$ cat src/rtl/fifo_rd.sv
// Read-side pointer and status controller of an asynchronous FIFO.
// It keeps the binary read pointer and its gray copy, and derives the empty, level and underflow status.
module fifo_rd #(
    parameter int P_SIZE   = 4,
    parameter int AE_LEVEL = 1
) (
    input  logic              r_clk,
    input  logic              r_rstn,
    input  logic              r_inc,
    input  logic [P_SIZE-1:0] sync_wr_ptr,
    output logic [P_SIZE-2:0] r_addr,
    output logic [P_SIZE-1:0] gray_rd_ptr,
    output logic              empty,
    output logic              almost_empty,
    output logic [P_SIZE-1:0] r_level,
    output logic              underflow
);

    localparam logic [P_SIZE-1:0] AE_THRESH = P_SIZE'(AE_LEVEL);

    logic [P_SIZE-1:0] r_ptr_reg;
    logic [P_SIZE-1:0] gray_rd_ptr_reg;
    logic [P_SIZE-1:0] r_level_reg;
    logic              almost_empty_reg;
    logic              underflow_reg;

    logic              rd_en;
    logic [P_SIZE-1:0] r_ptr_next;
    logic [P_SIZE-1:0] gray_next;
    logic [P_SIZE-1:0] wr_bin;
    logic [P_SIZE-1:0] lvl_next;

    // Full-width compare, wrap bit included. It is pessimistic because
    // sync_wr_ptr lags the real write pointer.
    assign empty      = (sync_wr_ptr == gray_rd_ptr_reg);
    assign rd_en      = r_inc & ~empty;
    assign r_ptr_next = r_ptr_reg + {{(P_SIZE-1){1'b0}}, rd_en};

    genvar gi;
    generate
        for (gi = 0; gi < P_SIZE - 1; gi++) begin : g_bin2gray
            assign gray_next[gi] = r_ptr_next[gi] ^ r_ptr_next[gi+1];
        end
        assign gray_next[P_SIZE-1] = r_ptr_next[P_SIZE-1];

        // Each binary bit is the XOR of all gray bits at or above it.
        // Computing it this way avoids a ripple chain through one vector.
        for (gi = 0; gi < P_SIZE; gi++) begin : g_gray2bin
            assign wr_bin[gi] = ^sync_wr_ptr[P_SIZE-1:gi];
        end
    endgenerate

    assign lvl_next = wr_bin - r_ptr_next;

    // The binary and gray pointers load on the same edge. The gray copy never
    // falls behind, so the last entry cannot be read twice.
    always_ff @(posedge r_clk or negedge r_rstn) begin
        if (!r_rstn) begin
            r_ptr_reg        <= '0;
            gray_rd_ptr_reg  <= '0;
            r_level_reg      <= '0;
            almost_empty_reg <= 1'b1;
            underflow_reg    <= 1'b0;
        end else begin
            r_ptr_reg        <= r_ptr_next;
            gray_rd_ptr_reg  <= gray_next;
            r_level_reg      <= lvl_next;
            almost_empty_reg <= (lvl_next <= AE_THRESH);
            underflow_reg    <= r_inc & empty;
        end
    end

    assign r_addr       = r_ptr_reg[P_SIZE-2:0];
    assign gray_rd_ptr  = gray_rd_ptr_reg;
    assign r_level      = r_level_reg;
    assign almost_empty = almost_empty_reg;
    assign underflow    = underflow_reg;

endmodule
$ cat config.mk
export PLATFORM = sky130hd
export DESIGN_NAME = fifo_rd
export DESIGN_NICKNAME = d
export VERILOG_FILES = /design/src/rtl/fifo_rd.sv
export SDC_FILE = /design/constraint.sdc
export NUM_CORES = 1
export LEC_CHECK = 0
export BUFFER_PORTS_ARGS = -buffer_cell sky130_fd_sc_hd__buf_4
export CAP_MARGIN = 20
export CORE_MARGIN = 3
export CORE_UTILIZATION = 48
export CTS_CLUSTER_SIZE = 30
export DETAILED_ROUTE_END_ITERATION = 12
export GPL_TIMING_DRIVEN = 1
export PLACE_DENSITY = 0.76
export SLEW_MARGIN = 20
export SYNTH_ARGS = -nofsm -noshare
export SYNTH_HDL_FRONTEND = slang
export SYNTH_SLANG_ARGS = --single-unit
$ cat constraint.sdc
create_clock -name r_clk -period 3.9 [get_ports r_clk]
set_clock_uncertainty 0.1 [all_clocks]
set_input_delay 0.78 -clock r_clk [delete_from_list [all_inputs] [get_ports r_clk]]
set_output_delay 0.78 -clock r_clk [all_outputs]
set_load 0.01 [all_outputs]
[Yosys cells after proc, flatten, opt, wreduce, memory -nomap -nowiden]
Index checks and enable logic that the tools add are counted.
Word-level totals
  flip-flop bits (word level): 14
  bits of input ports: 7
  output and inout bits: 14
  word-level logic and storage cells: 18
Cells by class
  $add $sub $neg: 2
  magnitude comparators: 1
  equality and inequality tests: 1
  bitwise operators: 6
  reductions and logical operators: 3
Operators with widths (number)
  4-bit by 1-bit adder with 4-bit output: 1
  4-bit == test: 1
  4-bit by 1-bit less-or-equal comparator with 1-bit output, second input constant: 1
  4-bit XOR reduction: 1
  4-bit subtractor: 1
  3-bit XOR reduction: 1
  1-bit bitwise XOR: 3
  1-bit AND: 2
  2-bit XOR reduction: 1
  1-bit inverter: 1

[Longest topological paths before layout]
  word-level depth: 6
  gate-level depth with buffers: 11
  mapped depth without buffers: 11

[Worst setup path before layout]
Ideal clock, no wire load.
  path type: in2reg
  start point: in sync_wr_ptr[2]
  end point: reg r_level_reg[3], in the netlist r_level[3]
  library setup time: 0.124 ns
  arrival time: 3.321 ns
  data required time: 3.676 ns
  setup slack: 0.355 ns
  stages: 11
  path buffers: 0
  cells stage by stage: xor2_1 > nor4_1 > nor2b_1 > ha_1 > ha_1 > xnor2_1 > ha_1 > inv_1 > a2111o_1 > and4_4 > or2_1
Between the ends
  longest elaborated chain between the ends: 5
  elaborated cells between the ends (all ways): 8
  classes of those cells: 2 x add/sub; 1 x eq/ne; 2 x bitwise; 3 x reduce/logical
RTL lines
  start: declaration: line 10  | input logic [P_SIZE-1:0] sync_wr_ptr,
  4-bit == test: line 35  | assign empty = (sync_wr_ptr == gray_rd_ptr_reg);
  via empty: line 13  | output logic empty,
  1-bit inverter: line 36  | assign rd_en = r_inc & ~empty;
  1-bit AND: line 36
  4-bit by 1-bit adder with 4-bit output: line 37  | assign r_ptr_next = r_ptr_reg + {{(P_SIZE-1){1'b0}}, rd_en};
  4-bit subtractor: line 53  | assign lvl_next = wr_bin - r_ptr_next;
  via lvl_next[3]: line 31  | logic [P_SIZE-1:0] lvl_next;
  end signal: assignment: line 67  | r_level_reg <= lvl_next;
  end: declaration: line 23  | logic [P_SIZE-1:0] r_level_reg;
The timed path passes the listed nets, and every way through them passes these cells.

[Worst setup path after layout]
  start point: in sync_wr_ptr[2]
  end point: reg almost_empty_reg, in the netlist almost_empty
Between the ends
  longest elaborated chain between the ends: 6
  elaborated cells between the ends (all ways): 9
  classes of those cells: 2 x add/sub; 1 x order compare; 1 x eq/ne; 2 x bitwise; 3 x reduce/logical
RTL lines
  4-bit == test: line 35
  1-bit inverter: line 36
  1-bit AND: line 36
  4-bit by 1-bit adder with 4-bit output: line 37
  4-bit subtractor (*): line 53
  4-bit by 1-bit less-or-equal comparator with 1-bit output (*): line 68  | almost_empty_reg <= (lvl_next <= AE_THRESH);
  end signal: assignment: line 68
  end: declaration: line 24  | logic almost_empty_reg;
Mark *: on every way between the ends. The rest lies on a longest branch, timed or not.

==> out/metrics.csv <==
metric;value;unit
final_nets;89;
reg2reg_from;gray_rd_ptr[0]$_DFF_PN0_;
slew_headroom;0.716;
p_per_area;968;nW/um^2
drcViolationCount;0;
synth_area_leaders;dfrtp_1 (45%), ha_1 (9.3%), xnor2_1 (9.1%), xor2_1 (7.8%), xor3_4 (4.1%);
cts_resized;0;
final_common_cell;buf_4;
cts_tree;built;
yosys_warnings;0;
holdBufCountCts;0;
h-tree-depth;1;
syn2layout_area_growth;30.1;%
slowest_delay;0.41;ns
clock_latency;0.27;ns
path_max_fanout;3;
synth.avg_cell_area;13.2;um^2
fin_tns_setup;0;ns
hold_path.class;in -> async;
placed_area;850;um^2
synth_area;674;um^2
synth_compound_area_frac;0.0649;
path_cells;buf_4 > xor2_1 > nor4_1 > nor2b_1 > ha_1 > ha_1 > xnor2_1 > ha_1 > inv_1 > a2111o_1 > and4_4 > nor4_2;
globalplace.congestion;0.804;
firstDrtPassIters;4;
grt_pass1_vias;465;
rrSetupSlack;0.82;ns
yosysTopAreaCell;dfrtp_1;
grt_max_degree;14;
r2r_end;almost_empty$_DFF_PN1_;
overflow;0;
antenna_found_initial;0;
ys_seq_elements;13;
rows;12;
cp_data_required_time;3.97;ns
dp_hpwl;1070;um
outcome;completed;
final_cell_mix;buf_4 (21), dfrtp_1 (12), xnor2_1 (7);
worst_pin_slew;0.422;ns
synth.top_cell.area_share;0.445;
vias;468;
fin_area;877;um^2
setup_viol;0;
total_power;849;uW
fmax;304;MHz
die_x;43.5;um
crit_type;in -> reg;
path_clk_slew;0.09;ns
hold_viol_final;0;
ff2ff_path_depth;11;
cts.path.max_buffers;2;
critical_path.top_delay_family;simple AND/OR/NAND/NOR gates;
period_needed;3.29;ns
portBuffers;20;
drive_gt1_frac;0.408;
holdWs;0.233;ns
vias_per_cell;5.20;
num_antenna_cells;0;
post-cts-setup-buffers;0;
die_h;43.5;um
post-route-period-util;0.844;
start_util;0.555;
yosysUniqueCellTypes;19;
critPathBufInv;2;
crit_path_end_kind;register;
wl_per_cell;14.0;um
synthAdderAreaFrac;0.0928;
fin_util;0.721;
core;1220;um^2
ant_nets;0;
peakVddDrop;0.596;mV
grt_usage;0.148;
first_iter_violations;4;
ys_seq_area_frac;0.484;
syn_inst;51;
synthMuxAreaShare;0;
cap_violations;0;
timing.critical_path.mode_cell;ha_1;
design.die.area;1890;um^2
report.final.slew_viol_count;0;
synth_nets;63;
p_leak;0.000441;uW
routed_wl;1260;um
grt_setup_unrepaired;no;
grt_pass1_wl;2130;um
arrival;3.36;ns
crit_path_start_kind;input port;
num_io_pins;21;
yosys.area_share.xor_xnor;0.245;
synthSimpleGateAreaFrac;0.0798;
numCtsBuffers;3;
synth_top_family_by_area;XOR/XNOR gates;
cts_num_sinks;13;
slowest_stage;nor4_1;
clk_root_buffer_cell;clkbuf_4;
cell type report:
class | count | area [um^2]
well taps | 14 | 17.5
clock buffers | 3 | 22.5
inverters | 6 | 22.5
multi-input cells | 32 | 325
fillers | 94 | 339
clock inverters | 1 | 5.00
flip-flops and latches | 13 | 327
repair buffers | 21 | 158
power by group:
group | leakage, uW | internal [uW] | switching (uW) | total (uW)
clock | 0.0000177 | 37.9 | 43.3 | 81.2
sequential | 0.000153 | 209 | 37.8 | 247
combinational | 0.000270 | 267 | 254 | 521
through the flow:
| stage | std cells | setup slack, ns |
|---|---|---|
| after floorplan | 51 | 0.355 |
| after global placement | 86 | 0.420 |
| after detailed placement | 86 | 0.324 |
| after CTS | 90 | 0.596 |
| after global routing | 90 | 0.393 |
| final | 90 | 0.607 |
how the worst max path moves through the flow:
stage	from	endpoint	slack, ns	depth (start not counted)
2_1_floorplan	sync_wr_ptr[2]	r_level[3]$_DFF_PN0_	0.35	11
3_3_place_gp	sync_wr_ptr[2]	r_level[3]$_DFF_PN0_	0.42	12
3_5_place_dp	sync_wr_ptr[2]	almost_empty$_DFF_PN1_	0.32	12
4_1_cts	sync_wr_ptr[2]	almost_empty$_DFF_PN1_	0.60	12
5_1_grt	sync_wr_ptr[0]	almost_empty$_DFF_PN1_	0.39	12
6_report	sync_wr_ptr[2]	almost_empty$_DFF_PN1_	0.61	12
cells in the mapped netlist (all sizes together):
library cell	n
xor3	1
nor2b	1
a31oi	2
o21bai	1
o2111ai	1
ha	5
xnor2	7
dfstp	1
and2	1
nand3	1
inv	6
nor4	2
dfrtp	12
and4	1
xnor3	1
xor2	6
a2111o	1
or2	1
metal layers:
metal | vias up | track usage | share of wire
li1 | 225 | - | -
met3 | 2 | 0.0249 | 0.076
met1 | 219 | 0.202 | 0.42
met4 | 0 | 0.0361 | 0.0064
met5 | - | 0 | 0
met2 | 22 | 0.245 | 0.50
cells by family (layout without fill, tap and decap cells):
family / Yosys count / in the layout
AO/OA/AOI/OAI: 5 / 5
AND/OR/NAND/NOR: 7 / 7
buffers and inverters: 6 / 31
XOR/XNOR: 15 / 15
flip-flops: 13 / 13
adder cells (fa/ha/maj): 5 / 5
Power figures use the tool's default switching activity.
